===== src/rtl/rv32i_mc_ctrl.sv =====
// rv32i_mc_ctrl: multi-cycle control FSM for the RV32I core.
// Sequences one instruction at a time through FETCH/DECODE/EXEC/MEM/WB and
// drives datapath selects, write enables and the memory handshake.
// Optional build macro: ILLEGAL_TRAP_EN (unknown opcode -> HALT with trap=1;
// when undefined, unknown opcodes retire as a NOP and trap is tied 0).
module rv32i_mc_ctrl #(
    // Max cycles a memory request may wait before HALT (1..255)
    parameter int MEM_TIMEOUT = 255
) (
    input  logic        clk,
    input  logic        rst,
    input  logic [31:0] inst,
    input  logic        mem_ready,
    input  logic        br_taken,
    output logic [2:0]  ext_op,
    output logic        ir_we,
    output logic        pc_we,
    output logic [1:0]  pc_sel,
    output logic        alu_a_pc,
    output logic        alu_b_imm,
    output logic        mem_req,
    output logic        mem_we,
    output logic        reg_we,
    output logic [1:0]  wb_sel,
    output logic        bus_err,
    output logic        trap
);

    typedef enum logic [2:0] {
        S_IDLE, S_FETCH, S_DECODE, S_EXEC, S_MEM, S_WB, S_HALT
    } state_t;

    // Instruction class held from DECODE until the next DECODE
    typedef enum logic [3:0] {
        C_NOP, C_OP, C_IMM, C_LOAD, C_STORE, C_BRANCH,
        C_JAL, C_JALR, C_LUI, C_AUIPC, C_ILL
    } cls_t;

    localparam logic [2:0] EXT_I     = 3'b000;
    localparam logic [2:0] EXT_B     = 3'b001;
    localparam logic [2:0] EXT_J     = 3'b010;
    localparam logic [2:0] EXT_S     = 3'b011;
    localparam logic [2:0] EXT_U     = 3'b100;
    localparam logic [2:0] EXT_SHAMT = 3'b101;

    localparam logic [1:0] PC_SEQ  = 2'b00;
    localparam logic [1:0] PC_REL  = 2'b01;
    localparam logic [1:0] PC_JALR = 2'b10;

    localparam logic [1:0] WB_ALU = 2'b00;
    localparam logic [1:0] WB_MEM = 2'b01;
    localparam logic [1:0] WB_PC4 = 2'b10;
    localparam logic [1:0] WB_IMM = 2'b11;

    localparam logic [8:0] TO_LIM = 9'(MEM_TIMEOUT);

    state_t     state, state_n;
    cls_t       cls_d, cls_q;
    logic [2:0] ext_d, ext_q;
    logic       rd_nz_q;
    logic [7:0] to_cnt;
    logic       to_limit;
    logic       timeout_hit;
    logic       bus_err_q;

    // Only opcode, rd and funct3 steer control; the rest belongs to the datapath
    logic unused_inst;
    assign unused_inst = ^inst[31:15];

    // Opcode classification and immediate-format selection
    always_comb begin
        cls_d = C_ILL;
        ext_d = EXT_I;
        case (inst[6:0])
            7'b0010011: begin
                cls_d = C_IMM;
                // SLLI/SRLI/SRAI take a 5-bit shamt instead of a full imm
                if (inst[14:12] == 3'b001 || inst[14:12] == 3'b101)
                    ext_d = EXT_SHAMT;
            end
            7'b0000011: cls_d = C_LOAD;
            7'b1100111: cls_d = C_JALR;
            7'b1100011: begin cls_d = C_BRANCH; ext_d = EXT_B; end
            7'b1101111: begin cls_d = C_JAL;    ext_d = EXT_J; end
            7'b0100011: begin cls_d = C_STORE;  ext_d = EXT_S; end
            7'b0110111: begin cls_d = C_LUI;    ext_d = EXT_U; end
            7'b0010111: begin cls_d = C_AUIPC;  ext_d = EXT_U; end
            7'b0110011: cls_d = C_OP;
            7'b0001111,
            7'b1110011: cls_d = C_NOP;
            default:    cls_d = C_ILL;
        endcase
    end

    // Latch decode results once per instruction so later states stay stable
    always_ff @(posedge clk) begin
        if (rst) begin
            ext_q   <= EXT_I;
            cls_q   <= C_NOP;
            rd_nz_q <= 1'b0;
        end else if (state == S_DECODE) begin
            ext_q   <= ext_d;
            cls_q   <= cls_d;
            rd_nz_q <= |inst[11:7];
        end
    end

    assign ext_op = ext_q;

    // The next unanswered request cycle would reach the limit
    assign to_limit = ({1'b0, to_cnt} + 9'd1) >= TO_LIM;

    // Next-state and control outputs; reset forces every enable low
    always_comb begin
        state_n     = state;
        ir_we       = 1'b0;
        pc_we       = 1'b0;
        pc_sel      = PC_SEQ;
        alu_a_pc    = 1'b0;
        alu_b_imm   = 1'b0;
        mem_req     = 1'b0;
        mem_we      = 1'b0;
        reg_we      = 1'b0;
        wb_sel      = WB_ALU;
        timeout_hit = 1'b0;
        case (state)
            S_IDLE: state_n = S_FETCH;
            S_FETCH: begin
                mem_req = 1'b1;
                if (mem_ready) begin
                    ir_we   = 1'b1;
                    state_n = S_DECODE;
                end else if (to_limit) begin
                    timeout_hit = 1'b1;
                    state_n     = S_HALT;
                end
            end
            S_DECODE: begin
                state_n = S_EXEC;
`ifdef ILLEGAL_TRAP_EN
                if (cls_d == C_ILL)
                    state_n = S_HALT;
`endif
            end
            S_EXEC: begin
                alu_b_imm = !(cls_q == C_OP || cls_q == C_BRANCH);
                alu_a_pc  = (cls_q == C_AUIPC || cls_q == C_JAL);
                case (cls_q)
                    C_BRANCH: begin
                        pc_we   = 1'b1;
                        pc_sel  = br_taken ? PC_REL : PC_SEQ;
                        state_n = S_FETCH;
                    end
                    C_LOAD, C_STORE: state_n = S_MEM;
                    // FENCE/SYSTEM and unrecognised opcodes retire as NOPs
                    C_NOP, C_ILL: begin
                        pc_we   = 1'b1;
                        state_n = S_FETCH;
                    end
                    default: state_n = S_WB;
                endcase
            end
            S_MEM: begin
                mem_req = 1'b1;
                mem_we  = (cls_q == C_STORE);
                if (mem_ready) begin
                    if (cls_q == C_STORE) begin
                        pc_we   = 1'b1;
                        state_n = S_FETCH;
                    end else begin
                        state_n = S_WB;
                    end
                end else if (to_limit) begin
                    timeout_hit = 1'b1;
                    state_n     = S_HALT;
                end
            end
            S_WB: begin
                reg_we  = rd_nz_q;
                pc_we   = 1'b1;
                state_n = S_FETCH;
                case (cls_q)
                    C_LOAD: wb_sel = WB_MEM;
                    C_JAL: begin
                        wb_sel = WB_PC4;
                        pc_sel = PC_REL;
                    end
                    C_JALR: begin
                        wb_sel = WB_PC4;
                        pc_sel = PC_JALR;
                    end
                    C_LUI:   wb_sel = WB_IMM;
                    default: wb_sel = WB_ALU;
                endcase
            end
            S_HALT:  state_n = S_HALT;
            default: state_n = S_IDLE;
        endcase
        // Reset aborts the instruction in flight: nothing may be written
        if (rst) begin
            state_n     = S_IDLE;
            ir_we       = 1'b0;
            pc_we       = 1'b0;
            pc_sel      = PC_SEQ;
            alu_a_pc    = 1'b0;
            alu_b_imm   = 1'b0;
            mem_req     = 1'b0;
            mem_we      = 1'b0;
            reg_we      = 1'b0;
            wb_sel      = WB_ALU;
            timeout_hit = 1'b0;
        end
    end

    // State register
    always_ff @(posedge clk) begin
        if (rst)
            state <= S_IDLE;
        else
            state <= state_n;
    end

    // Wait counter: restarts on entry to FETCH/MEM, counts unanswered request cycles
    always_ff @(posedge clk) begin
        if (rst)
            to_cnt <= '0;
        else if (state_n != state && (state_n == S_FETCH || state_n == S_MEM))
            to_cnt <= '0;
        else if (mem_req && !mem_ready)
            to_cnt <= to_cnt + 8'd1;
    end

    // Sticky bus error flag
    always_ff @(posedge clk) begin
        if (rst)
            bus_err_q <= 1'b0;
        else if (timeout_hit)
            bus_err_q <= 1'b1;
    end

    assign bus_err = bus_err_q;

`ifdef ILLEGAL_TRAP_EN
    logic trap_q;
    logic trap_set;

    assign trap_set = (state == S_DECODE) && (cls_d == C_ILL);

    // Sticky illegal-instruction flag
    always_ff @(posedge clk) begin
        if (rst)
            trap_q <= 1'b0;
        else if (trap_set)
            trap_q <= 1'b1;
    end

    assign trap = trap_q;
`else
    assign trap = 1'b0;
`endif

endmodule


===== config.mk =====
export PLATFORM = sky130hd
export DESIGN_NAME = rv32i_mc_ctrl
export DESIGN_NICKNAME = d
export VERILOG_FILES = /design/src/rtl/rv32i_mc_ctrl.sv
export SDC_FILE = /design/constraint.sdc
export NUM_CORES = 1
export LEC_CHECK = 0
export CAP_MARGIN = 25
export CORE_ASPECT_RATIO = 0.75
export CORE_MARGIN = 5
export CORE_UTILIZATION = 30
export CTS_BUF_LIST = sky130_fd_sc_hd__clkbuf_4
export DETAILED_ROUTE_END_ITERATION = 8
export GPL_ROUTABILITY_DRIVEN = 0
export MAX_ROUTING_LAYER = met4
export PLACE_DENSITY = 0.57
export SETUP_SLACK_MARGIN = 0.15
export SLEW_MARGIN = 20
export SYNTH_ARGS = -nofsm -noshare
export SYNTH_HDL_FRONTEND = slang
export SYNTH_SLANG_ARGS = --single-unit

===== constraint.sdc =====
create_clock -name clk -period 5.47 [get_ports clk]
set_clock_uncertainty 0.2 [all_clocks]
set_input_delay 0.547 -clock clk [delete_from_list [all_inputs] [get_ports clk]]
set_output_delay 0.547 -clock clk [all_outputs]
set_load 0.01 [all_outputs]

==> results.rst, run 1 <==
.. list-table::
   :header-rows: 1

   * - Metric
     - Value
   * - Outcome
     - finished, final reports clean
   * - Number of I/O pins
     - 52
   * - CP Class
     - input pin to primary output
   * - Maximum number of buffers from clock root to sink
     - 2
   * - Kind of launch point of the worst setup path
     - input pin
   * - Static Leak
     - 0.6306 nW
   * - Number of DRC markers in iteration 0
     - 56
   * - Library cells used by synthesis
     - 56
   * - Final hold violation count
     - 0
   * - Most common library cells after synthesis
     - 22 x sky130_fd_sc_hd__nor2_1, 20 x sky130_fd_sc_hd__dfxtp_1, 16 x sky130_fd_sc_hd__a21oi_1, 10 x sky130_fd_sc_hd__nand2_1, 10 x sky130_fd_sc_hd__nor3_1
   * - Antenna Violating Nets Remaining
     - 0
   * - Clock tree from TritonCTS
     - yes
   * - Main flop type after synthesis
     - sky130_fd_sc_hd__dfxtp_1
   * - Routed vias
     - 1,486
   * - Number of search-and-repair iterations in the first detailed-routing pass
     - 4
   * - Share of Yosys cell area claimed by the top area cell type
     - 0.2437
   * - Peak supply drop
     - 0.08642 mV
   * - Clk pin slew, worst setup/hold paths
     - 0.13 ns
   * - Largest net degree at the start of global routing
     - 26
   * - Largest area contributor in the netlist
     - sky130_fd_sc_hd__dfxtp_1
   * - Area of the core
     - 5324 sq um
   * - HPWL after DPL
     - 2999 microns
   * - Maximum level of the CTS H-tree
     - 1
   * - Cts-stage hold buffer count
     - 0
   * - Register bit total from synthesis
     - 20
   * - Residual DRC
     - 0
   * - Avg Cell Area, Syn
     - 8.014 sq um
   * - Width of the chip
     - 95.45 microns
   * - Post-layout min period
     - 3.266 ns
   * - Number of resized instances in the post-cts repair step
     - 0
   * - Transition time at the pin with the least slew margin
     - 0.7553 ns
   * - Cell area after technology mapping
     - 1643 sq um
   * - Unrepaired setup endpoints after global routing
     - no
   * - Layout Utilization
     - 0.3760
   * - Power after layout
     - 0.3566 mW
   * - WP data arrival
     - 2.52 ns
   * - Worst setup EP type
     - primary output
   * - Register-to-Register Setup Slack
     - 2.82 ns
   * - Slew Limit Headroom
     - 0.4954
   * - Post-synth EDFFs
     - 0
   * - Portion of the clock cycle consumed by the worst path in the final layout
     - 0.5972
   * - Placed Cells
     - 293
   * - Area contributors post-synth
     - sky130_fd_sc_hd__dfxtp_1 24%, sky130_fd_sc_hd__nor2_1 5.0%, sky130_fd_sc_hd__a21oi_1 4.9%, sky130_fd_sc_hd__a211oi_1 4.1%, sky130_fd_sc_hd__xor2_1 3.7%
   * - Number of antenna diodes
     - 0
   * - Final setup violating endpoints
     - 0
   * - Antenna violations before repair
     - 0
   * - Accumulated negative setup slack
     - 0 ns
   * - Total congestion overflow
     - 0
   * - Insertion delay to the later sink of the worst-skew pair
     - 0.31 ns
   * - Max frequency
     - 306.1 MHz
   * - Type of the tightest min-delay check
     - register to register
   * - Post-synthesis cell count
     - 205
   * - Setup Fix Bufs, Post-CTS
     - 0
   * - Area growth, synth to finish
     - 21.86%
   * - Fraction of synthesis flops using an asynchronous set or reset pin
     - 0
   * - Cell with the most instances after synthesis
     - sky130_fd_sc_hd__nor2_1
   * - Via density per instance
     - 5.003
   * - Num rows
     - 23
   * - Number of pins with negative max-slew slack in the final report
     - 0
   * - Total detailed-routing wirelength
     - 4025 microns
   * - Net count reported at finish
     - 261
   * - Count of buffers inserted at the top-level ports
     - 32
   * - Master cell of the clock root buffer
     - sky130_fd_sc_hd__clkbuf_4
   * - Via count of the first global-routing pass
     - 1,425
   * - First-pass GRT wire length
     - 6748 microns
   * - Count of yosys warnings during synthesis
     - 0
   * - Fraction of final layout cells with drive strength greater than 1
     - 0.08559
   * - Number of max-capacitance violations reported
     - 0
   * - Sequential area share after synthesis
     - 0.2437
   * - DIE AREA
     - 7071 sq um
   * - Cell area power density
     - 178.1 nW/um^2
   * - Max FO, Critical Path
     - 25
   * - Number of nets produced by synthesis
     - 243
   * - Y dimension of the die
     - 74.09 microns
   * - Initial Utilization
     - 0.3086
   * - Data required time at the worst endpoint
     - 4.72 ns
   * - Routed len/inst
     - 13.55 microns
   * - Global Route Usage Sum
     - 0.1235
   * - Clock Sinks
     - 20
   * - Filler-free cell count of the finished design
     - 297
   * - Number of CTS-inserted buffers
     - 3
==> kinds of logic (layout without fill, tap and decap cells) <==
kind of cell | count (synthesis) | after routing | share of synthesized area
AND/OR/NAND/NOR | 89 | 89 | 0.3199
AO/OA/AOI/OAI | 56 | 56 | 0.2719
buffers and inverters | 26 | 43 | 0.08377
flip-flops | 20 | 20 | 0.2437
XOR/XNOR | 9 | 9 | 0.04798
adder cells (fa/ha/maj) | 2 | 2 | 0.01523
multiplexers | 2 | 2 | 0.01523
other | 1 | 1 | 0.002283
==> through the flow <==
step	worst slack (ns)	hold slack, ns	instance area (sq um)
finish	2.204	0.2639	2002
global route	2.044	0.2929	2002
CTS	2.179	0.2696	2002
detailed placement	2.170	0.2493	1949
global placement	2.206	0.2443	1949
floorplan	3.238	0.2405	1643
==> sequential cells by signal, indices dropped and copies added, names as in the netlist <==
signal   count
ext_op       3
to_cnt       8
bus_err      1
rd_nz_q      1
cls_q        4
state        3
==> placed cells by master (no fill, tap or decap), types with 3 or more instances in the layout <==
cell type and count:
sky130_fd_sc_hd__clkdlybuf4s50_1 32, sky130_fd_sc_hd__nor2_1 22, sky130_fd_sc_hd__dfxtp_1 20, sky130_fd_sc_hd__a21oi_1 16, sky130_fd_sc_hd__nand2_1 10, sky130_fd_sc_hd__nor3_1 10
sky130_fd_sc_hd__nand3_1 9, sky130_fd_sc_hd__a211oi_1 9, sky130_fd_sc_hd__xor2_1 7, sky130_fd_sc_hd__o21ai_0 7, sky130_fd_sc_hd__inv_1 6, sky130_fd_sc_hd__nor2b_1 6
sky130_fd_sc_hd__nand2b_1 5, sky130_fd_sc_hd__nand4b_1 4, sky130_fd_sc_hd__and2_1 4, sky130_fd_sc_hd__a22oi_1 4, sky130_fd_sc_hd__clkbuf_4 3
==> worst paths after layout <==
check / end / from / cells past startpoint
setup reg to reg: to_cnt[5]$_SDFFE_PP0P_ / to_cnt[0]$_SDFFE_PP0P_ / 7
hold / removal: ext_op[2]$_SDFFE_PP0P_ / ext_op[2]$_SDFFE_PP0P_ / 2
setup / recovery: pc_sel[0] / rst / 7
hold reg to reg: ext_op[2]$_SDFFE_PP0P_ / ext_op[2]$_SDFFE_PP0P_ / 2
==> power by group <==
part | switching (mW) | internal [mW] | total [mW]
clock network | 0.0511 | 0.0741 | 0.125
logic | 0.0402 | 0.0344 | 0.0746
registers | 0.00780 | 0.149 | 0.157
==> metal layers <==
metal / track usage / routed length, microns / up-vias
li1: - / - / 772
met4: 0.02839 / 38 / 0
met5: - / 0 / -
met1: 0.1775 / 2163 / 680
met2: 0.1784 / 1678 / 30
met3: 0.02326 / 144 / 4
==> cell type report <==
class	count	area, sq um
inverter	6	22.52
clock buffer	3	22.52
fill	551	3322
tap	75	93.84
multi-input combinational	159	1105
timing repair buffer	33	327.8
clock inverter	1	30.03
sequential	20	400.4
==> worst max-delay path, stage by stage <==
cell                              delay (ns)
sky130_fd_sc_hd__clkdlybuf4s50_1        0.39
sky130_fd_sc_hd__buf_4                  0.23
sky130_fd_sc_hd__nor2_1                 0.18
sky130_fd_sc_hd__nand3_1                0.19
sky130_fd_sc_hd__nand3b_1               0.24
sky130_fd_sc_hd__a21oi_1                0.17
sky130_fd_sc_hd__clkdlybuf4s50_1        0.57
Note: power is estimated with default switching activity, not from simulation.
==> run 2: changes to the inputs <==
PLACE_DENSITY = 0.59   (was 0.57)
clock period = 2.9 ns   (was 5.47 ns; I/O delays follow)
==> run 2 against run 1 <==
Worst hold slack gained 0.0097 ns; setup slack lost 1.9 ns; cell count grew 1.0%; first-iteration DRC count grew 140%; register-to-register slack lost 2.5 ns; sequential power grew 87%; clock-buffer cell count is the same; critical endpoint unchanged; largest power group unchanged.
==> results.rst, run 2 (synthesized netlist as in run 1, its figures left out) <==
.. list-table::
   :header-rows: 1

   * - Metric
     - Value
   * - Fraction of power spent switching nets
     - 0.2993 (+0.02136)
   * - Type of the tightest min-delay check
     - register to register
   * - Fraction of final layout cells with drive strength greater than 1
     - 0.1156 (+0.02997)
   * - Total detailed-routing wirelength
     - 3959 microns (-1.6%)
   * - Chain of cells forming the critical path
     - and2b_1 > nand2_1 > nor2_1 > nand4b_1 > a21oi_1 > clkdlybuf4s50_1
   * - Portion of the clock cycle consumed by the worst path in the final layout
     - 0.8997
   * - Num rows
     - 23 (unchanged)
   * - Width of the chip
     - 95.45 microns (unchanged)
   * - Antenna violations before repair
     - 0 (unchanged)
   * - DIE AREA
     - 7071 sq um (unchanged)
   * - Portion of total power attributed to combinational logic
     - 0.253 (+0.044)
   * - Number of pins with negative max-slew slack in the final report
     - 0 (unchanged)
   * - Met2 routing resource usage after global routing
     - 0.1699 (-0.008534)
   * - Commonest non-fill, non-tap cells in the layout
     - 32 x sky130_fd_sc_hd__clkdlybuf4s50_1, 22 x sky130_fd_sc_hd__nor2_1, 16 x sky130_fd_sc_hd__a21oi_1, 16 x sky130_fd_sc_hd__dfxtp_1
   * - Global Route Usage Sum
     - 0.1189 (-0.004604)
   * - Kind of launch point of the worst setup path
     - register
   * - Clock tree from TritonCTS
     - yes
   * - Delay-heaviest family, CP
     - simple AND/OR/NAND/NOR gates
   * - Unrepaired setup endpoints after global routing
     - yes
   * - Final setup violating endpoints
     - 0 (unchanged)
   * - Master cell of the clock root buffer
     - sky130_fd_sc_hd__clkbuf_4
   * - HPWL after DPL
     - 2969 microns (-0.98%)
   * - First-pass GRT wire length
     - 6665 microns (-1.2%)
   * - Via density per instance
     - 5.063 (+1.2%)
   * - Placed Cells
     - 297 (+1.4%)
   * - Maximum level of the CTS H-tree
     - 1 (unchanged)
   * - Number of DRC markers in iteration 0
     - 133 (+140%)
   * - Accumulated negative setup slack
     - 0 ns (unchanged)
   * - Buffers & Inverters on Critical Path
     - 1 (-2)
   * - Global-route layer with the greatest usage
     - met1
   * - Routed vias
     - 1,519 (+2.2%)
   * - Leading registers by flop count
     - to_cnt: 8 flops, cls_q: 4 flops
   * - Area growth, synth to finish
     - 22.16%
   * - Peak supply drop
     - 0.1047 mV (+21%)
   * - Largest net degree at the start of global routing
     - 25 (-3.8%)
   * - Cell area power density
     - 282.4 nW/um^2 (+59%)
   * - Cell depth of the worst flop-to-flop path
     - 7 (unchanged)
   * - Max FO, Critical Path
     - 16 (-36%)
   * - Final hold violation count
     - 0 (unchanged)
   * - Maximum number of buffers from clock root to sink
     - 2 (unchanged)
   * - Slew Limit Headroom
     - 0.6586 (+0.1632)
   * - Cts-stage hold buffer count
     - 0 (unchanged)
   * - Max frequency
     - 383.3 MHz
   * - Number of search-and-repair iterations in the first detailed-routing pass
     - 5 (+1)
   * - Net count reported at finish
     - 265 (+1.5%)
   * - Internal power
     - 0.3970 mW (+54%)
   * - Antenna Violating Nets Remaining
     - 0 (unchanged)
   * - Met3 capacity usage during global routing
     - 0.004044 (-0.01921)
   * - Data required time at the worst endpoint
     - 2.41 ns (-2.31 ns)
   * - Filler-free cell count of the finished design
     - 300 (+1.0%)
   * - Clk pin slew, worst setup/hold paths
     - 0.10 ns (-0.03 ns)
   * - Transition time at the pin with the least slew margin
     - 0.5067 ns (-0.2486 ns)
   * - Y dimension of the die
     - 74.09 microns (unchanged)
   * - Static Leak
     - 0.6396 nW (+1.4%)
   * - Insertion delay to the later sink of the worst-skew pair
     - 0.29 ns (-0.02 ns)
   * - Total congestion overflow
     - 0 (unchanged)
   * - Number of CTS-inserted buffers
     - 3 (unchanged)
   * - Via count of the first global-routing pass
     - 1,466 (+2.9%)
   * - Register with the highest flop count
     - to_cnt
   * - Routed len/inst
     - 13.20 microns (-2.6%)
   * - M1 GR Usage
     - 0.1791 (+0.001566)
   * - Reg-to-Reg End
     - to_cnt[6]$_SDFFE_PP0P_
   * - Startpoint of the most critical register-to-register path
     - to_cnt[0]$_SDFFE_PP0P_
   * - Net Switching
     - 0.1696 mW (+71%)
   * - Initial Utilization
     - 0.3086 (unchanged)
   * - Delay of the slowest critical-path stage
     - 0.55 ns (-0.02 ns)
   * - Flip-flop count of the largest register after layout
     - 8 (unchanged)
   * - Residual DRC
     - 0 (unchanged)
   * - Count of buffers inserted at the top-level ports
     - 32 (unchanged)
   * - Number of max-capacitance violations reported
     - 0 (unchanged)
   * - Post-layout min period
     - 2.609 ns
   * - Clock group share of total power
     - 0.228 (-0.123)
   * - Register-to-Register Setup Slack
     - 0.34 ns (-2.48 ns)
   * - CP Class
     - register to primary output
   * - WP data arrival
     - 2.12 ns (-0.40 ns)
   * - Clock Sinks
     - 20 (unchanged)
   * - Area of the core
     - 5324 sq um (unchanged)
   * - Depth of the critical timing path with buffers and inverters included
     - 6 (-1)
   * - Worst setup EP type
     - primary output
   * - Leading cell type in the layout, fill and taps excluded
     - sky130_fd_sc_hd__clkdlybuf4s50_1
   * - Timing startpoint of the critical path
     - state[2]$_SDFF_PP0_
   * - Number of antenna diodes
     - 0 (unchanged)
   * - Outcome
     - finished, final reports clean
   * - Number of I/O pins
     - 52 (unchanged)
   * - Worst setup endpoint
     - pc_sel[0]
   * - Proportion of power drawn by flip-flops and latches
     - 0.518 (+0.078)
   * - Cell with the biggest individual delay on the critical path
     - sky130_fd_sc_hd__clkdlybuf4s50_1
-- run 2: changes by cell type in the layout (fill, tap and decap cells not counted), sizes merged --
cell,delta
buf,+4
bufinv,-1
-- run 2: cell type report --
type                       count  area (sq um)
fill                         563          3317
tap                           75         93.84
sequential                    20         405.4
multi-input combinational    159          1105
timing repair buffer          37         357.8
clock buffer                   3         22.52
inverter                       6         22.52
-- run 2: worst register-to-register path: cells and delay by family, from the launching register on --
family	cells	cell delay, ns
flops	1	0.45
simple gates	2	0.59
compound gates	4	0.80
fa+ha+maj	1	0.40
-- run 2: how the worst min path moves through the flow --
stage | startpoint | end | slack (ns) | cells past startpoint
3_3_place_gp | ext_op[2]$_SDFFE_PP0P_ | ext_op[2]$_SDFFE_PP0P_ | 0.25 | 2
5_1_grt | rd_nz_q$_SDFFE_PP0P_ | rd_nz_q$_SDFFE_PP0P_ | 0.32 | 2
6_report | ext_op[2]$_SDFFE_PP0P_ | ext_op[2]$_SDFFE_PP0P_ | 0.27 | 2
4_1_cts | ext_op[2]$_SDFFE_PP0P_ | ext_op[2]$_SDFFE_PP0P_ | 0.28 | 2
2_1_floorplan | rd_nz_q$_SDFFE_PP0P_ | rd_nz_q$_SDFFE_PP0P_ | 0.24 | 2
3_5_place_dp | ext_op[2]$_SDFFE_PP0P_ | ext_op[2]$_SDFFE_PP0P_ | 0.26 | 2
-- run 2: timing repair --
item / 4_1_cts / 5_1_grt
setup endpoints to repair: 0 / 2
endpoints found under the hold margin: 0 / 0
resized for setup: 0 / 4
setup buffers: 0 / 0
-- run 2: routing by layer --
metal	wire (microns)	share of wire
met1	2200	0.56
met2	1627	0.41
met3	94	0.024
met4	36	0.0091
met5	0	0
-- run 2: power by group through the flow --
stage / sequential, mW / clock, mW / combinational [mW]
floorplan: 0.290 / 0 / 0.106
global placement: 0.299 / 0 / 0.143
detailed placement: 0.300 / 0 / 0.143
CTS: 0.293 / 0.133 / 0.144
global route: 0.295 / 0.145 / 0.157
finish: 0.294 / 0.129 / 0.144
-- run 2: through the flow --
step                  util  worst slack, ns  instance area (sq um)  power [mW]  hold WS, ns
finish              0.3770           0.2908                   2007      0.5667       0.2736
global route        0.3770           0.1352                   2007      0.5977       0.3155
CTS                 0.3760           0.1522                   2002      0.5704       0.2793
detailed placement  0.3718           0.3433                   1979      0.4427       0.2603
global placement    0.3718           0.3086                   1979      0.4420       0.2518
floorplan                -           0.6675                   1643      0.3963       0.2405
==> run 3: changes to the inputs <==
GPL_ROUTABILITY_DRIVEN = default   (was 0)
PLACE_DENSITY = default   (was 0.59)
PLACE_DENSITY_LB_ADDON = 0.1   (was default)
==> run 3 against run 2 <==
Global-route usage grew 1.4 points; design area is 0.94% higher; combinational power hardly changed; cell count increased by 1.0%; non-clock buffer count grew 2; first-iteration DRC count fell by 48%; worst hold slack got worse by 0.0079 ns; clock power grew 10%; sequential power about the same; critical endpoint unchanged; core utilization grew 0.35 points.
==> results.rst, run 3 (synthesized netlist as in run 1, its figures left out) <==
.. list-table::
   :header-rows: 1

   * - Metric
     - Value
   * - Routed len/inst
     - 13.78 microns (+4.4%)
   * - Final setup violating endpoints
     - 0 (unchanged)
   * - Transition time at the pin with the least slew margin
     - 0.4977 ns (-0.008944 ns)
   * - Number of I/O pins
     - 52 (unchanged)
   * - Start point of the worst min-delay path
     - ext_op[2]$_SDFFE_PP0P_
   * - Register with the highest flop count
     - to_cnt
   * - Number of pins with negative max-slew slack in the final report
     - 0 (unchanged)
   * - Max frequency
     - 383.5 MHz (about the same)
   * - Insertion delay to the later sink of the worst-skew pair
     - 0.31 ns (+0.02 ns)
   * - Via count of the first global-routing pass
     - 1,471 (+0.34%)
   * - Flip-flop count of the largest register after layout
     - 8 (unchanged)
   * - Filler-free cell count of the finished design
     - 303 (+1.0%)
   * - Outcome
     - finished, final reports clean
   * - Clock Sinks
     - 20 (unchanged)
   * - Met3 capacity usage during global routing
     - 0.01517 (+0.01112)
   * - DIE AREA
     - 7071 sq um (unchanged)
   * - Area growth, synth to finish
     - 23.31%
   * - Global Route Usage Sum
     - 0.1328 (+0.01391)
   * - Maximum level of the CTS H-tree
     - 1 (unchanged)
   * - Cell depth of the worst min-delay path
     - 2 (unchanged)
   * - Net count reported at finish
     - 267 (+0.75%)
   * - Post-layout min period
     - 2.608 ns (-0.001354 ns)
   * - Final hold violation count
     - 0 (unchanged)
   * - Number of antenna diodes
     - 0 (unchanged)
   * - Leading registers by flop count
     - to_cnt: 8 flops, cls_q: 4 flops
   * - Antenna violations before repair
     - 0 (unchanged)
   * - Cell depth of the worst flop-to-flop path
     - 8 (+1)
   * - Placement-stage cell area
     - 1994 sq um (+0.76%)
   * - Number of search-and-repair iterations in the first detailed-routing pass
     - 4 (-1)
   * - Peak supply drop
     - 0.1227 mV (+17%)
   * - Worst setup EP type
     - primary output
   * - Placed Cells
     - 299 (+0.67%)
   * - Y dimension of the die
     - 74.09 microns (unchanged)
   * - Total non-filler cell area in the finished layout
     - 2026 sq um (+0.94%)
   * - Number of max-capacitance violations reported
     - 0 (unchanged)
   * - Chain of cells forming the critical path
     - and2b_1 > nand2_1 > nor2_1 > nand4b_1 > a21oi_1 > clkdlybuf4s50_1
   * - M1 GR Usage
     - 0.1971 (+0.01797)
   * - Maximum number of buffers from clock root to sink
     - 2 (unchanged)
   * - Cell with the biggest individual delay on the critical path
     - sky130_fd_sc_hd__clkdlybuf4s50_1
   * - CP Class
     - register to primary output
   * - Kind of launch point of the worst setup path
     - register
   * - Routability cong.
     - 0.7928
   * - Antenna Violating Nets Remaining
     - 0 (unchanged)
   * - Setup Fix Bufs, Post-CTS
     - 0 (unchanged)
   * - Unrepaired setup endpoints after global routing
     - yes
   * - Residual DRC
     - 0 (unchanged)
   * - Fraction of final layout cells with drive strength greater than 1
     - 0.1228 (+0.007251)
   * - WP data arrival
     - 2.12 ns (about the same)
   * - Fill cell count
     - 584 (+3.7%)
   * - Data required time at the worst endpoint
     - 2.41 ns (about the same)
   * - Slew Limit Headroom
     - 0.6637 (+0.005008)
   * - Startpoint of the most critical register-to-register path
     - to_cnt[0]$_SDFFE_PP0P_
   * - Cts-stage hold buffer count
     - 0 (unchanged)
   * - Via density per instance
     - 4.983 (-1.6%)
   * - Type of the tightest min-delay check
     - register to register
   * - Initial Utilization
     - 0.3086 (unchanged)
   * - Total congestion overflow
     - 0 (unchanged)
   * - Reg-to-Reg End
     - to_cnt[6]$_SDFFE_PP0P_
   * - Number of CTS-inserted buffers
     - 3 (unchanged)
   * - Clock tree from TritonCTS
     - yes
   * - Static Leak
     - 0.6495 nW (+1.5%)
   * - Area of the core
     - 5324 sq um (unchanged)
   * - Routed vias
     - 1,510 (-0.59%)
   * - Largest net degree at the start of global routing
     - 25 (unchanged)
   * - Leading cell type in the layout, fill and taps excluded
     - sky130_fd_sc_hd__clkdlybuf4s50_1
   * - Met2 routing resource usage after global routing
     - 0.1854 (+0.01552)
   * - Count of buffers inserted at the top-level ports
     - 32 (unchanged)
   * - Global-route layer with the greatest usage
     - met1
   * - Number of DRC markers in iteration 0
     - 69 (-48%)
   * - Max FO, Critical Path
     - 7 (-9)
   * - FF+latch area
     - 405.4 sq um (unchanged)
   * - Cell area power density
     - 288.3 nW/um^2 (+2.1%)
   * - Master cell of the clock root buffer
     - sky130_fd_sc_hd__clkbuf_4
   * - HPWL after DPL
     - 3135 microns (+5.6%)
   * - Clk pin slew, worst setup/hold paths
     - 0.11 ns (about the same)
   * - Accumulated negative setup slack
     - 0 ns (unchanged)
   * - Hold-critical path endpoint
     - ext_op[2]$_SDFFE_PP0P_
   * - Delay of the slowest critical-path stage
     - 0.55 ns (about the same)
   * - Register-to-Register Setup Slack
     - 0.45 ns (+0.11 ns)
   * - Width of the chip
     - 95.45 microns (unchanged)
   * - First-pass GRT wire length
     - 7307 microns (+9.6%)
   * - Total detailed-routing wirelength
     - 4175 microns (+5.5%)
   * - Portion of the clock cycle consumed by the worst path in the final layout
     - 0.8992 (about the same)
   * - Num rows
     - 23 (unchanged)
   * - Area occupied by multi-input gates
     - 1105 sq um (unchanged)
   * - Commonest non-fill, non-tap cells in the layout
     - 32 x sky130_fd_sc_hd__clkdlybuf4s50_1, 22 x sky130_fd_sc_hd__nor2_1, 16 x sky130_fd_sc_hd__a21oi_1, 16 x sky130_fd_sc_hd__dfxtp_1
[run 3: changes by cell type in the layout (fill, tap and decap cells not counted)]
cell,before,now
sky130_fd_sc_hd__buf_4,5,7
sky130_fd_sc_hd__clkinv_1,0,1
[run 3: per-stage QoR]
step | utilization | hold WS, ns | power (mW) | setup slack [ns]
final | 0.3805 | 0.2656 | 0.5840 | 0.2922
after global routing | 0.3805 | 0.2865 | 0.6214 | 0.09892
after CTS | 0.3798 | 0.2674 | 0.5938 | 0.1928
after detailed placement | 0.3746 | 0.2502 | 0.4479 | 0.3298
after global placement | 0.3746 | 0.2427 | 0.4493 | 0.3066
after floorplan | - | 0.2405 | 0.3963 | 0.6675
[run 3: layer usage]
layer / vias up / wire length (microns)
met5: - / 0
met4: 0 / 58
met3: 5 / 113
met2: 23 / 1681
met1: 693 / 2322
li1: 789 / -
[run 3: area by class of cell]
class                   count  area share
flip-flops and latches     20      0.2001
inverters                   6     0.01112
clock buffers               3     0.01112
well taps                  75     0.04632
repair buffers             39      0.1841
clock inverters             1    0.001853
multi-input cells         159      0.5454
[run 3: critical path, delay by kind of cell (launching register included)]
kind / cells / cell delay, ns
and+or+nand+nor: 4 / 0.72
DFF: 1 / 0.40
buffers and inverters: 1 / 0.55
AOI/OAI and AO/OA: 1 / 0.16
[run 3: timing repair]
item                                    in CTS  in global routing
gates resized for setup                      1                  3
endpoints found under the setup margin       1                  2
hold endpoints to repair                     0                  0
[run 3: report_power, final]
part / switching (mW) / leakage [nW] / internal [mW]
Clock: 0.0919 / 0.0154 / 0.0503
Sequential: 0.0127 / 0.163 / 0.282
Combinational: 0.0771 / 0.471 / 0.0702
[run 3: worst max path at each step]
| stage | from | to | slack (ns) | cells past startpoint |
|---|---|---|---|---|
| 2_1_floorplan | cls_q[3]$_SDFFE_PP0P_ | to_cnt[2]$_SDFFE_PP0P_ | 0.67 | 7 |
| 3_3_place_gp | mem_ready | to_cnt[6]$_SDFFE_PP0P_ | 0.31 | 6 |
| 3_5_place_dp | mem_ready | to_cnt[2]$_SDFFE_PP0P_ | 0.33 | 6 |
| 4_1_cts | cls_q[3]$_SDFFE_PP0P_ | pc_we | 0.19 | 5 |
| 5_1_grt | state[2]$_SDFF_PP0_ | pc_sel[0] | 0.1 | 6 |
| 6_report | state[2]$_SDFF_PP0_ | pc_sel[0] | 0.29 | 6 |
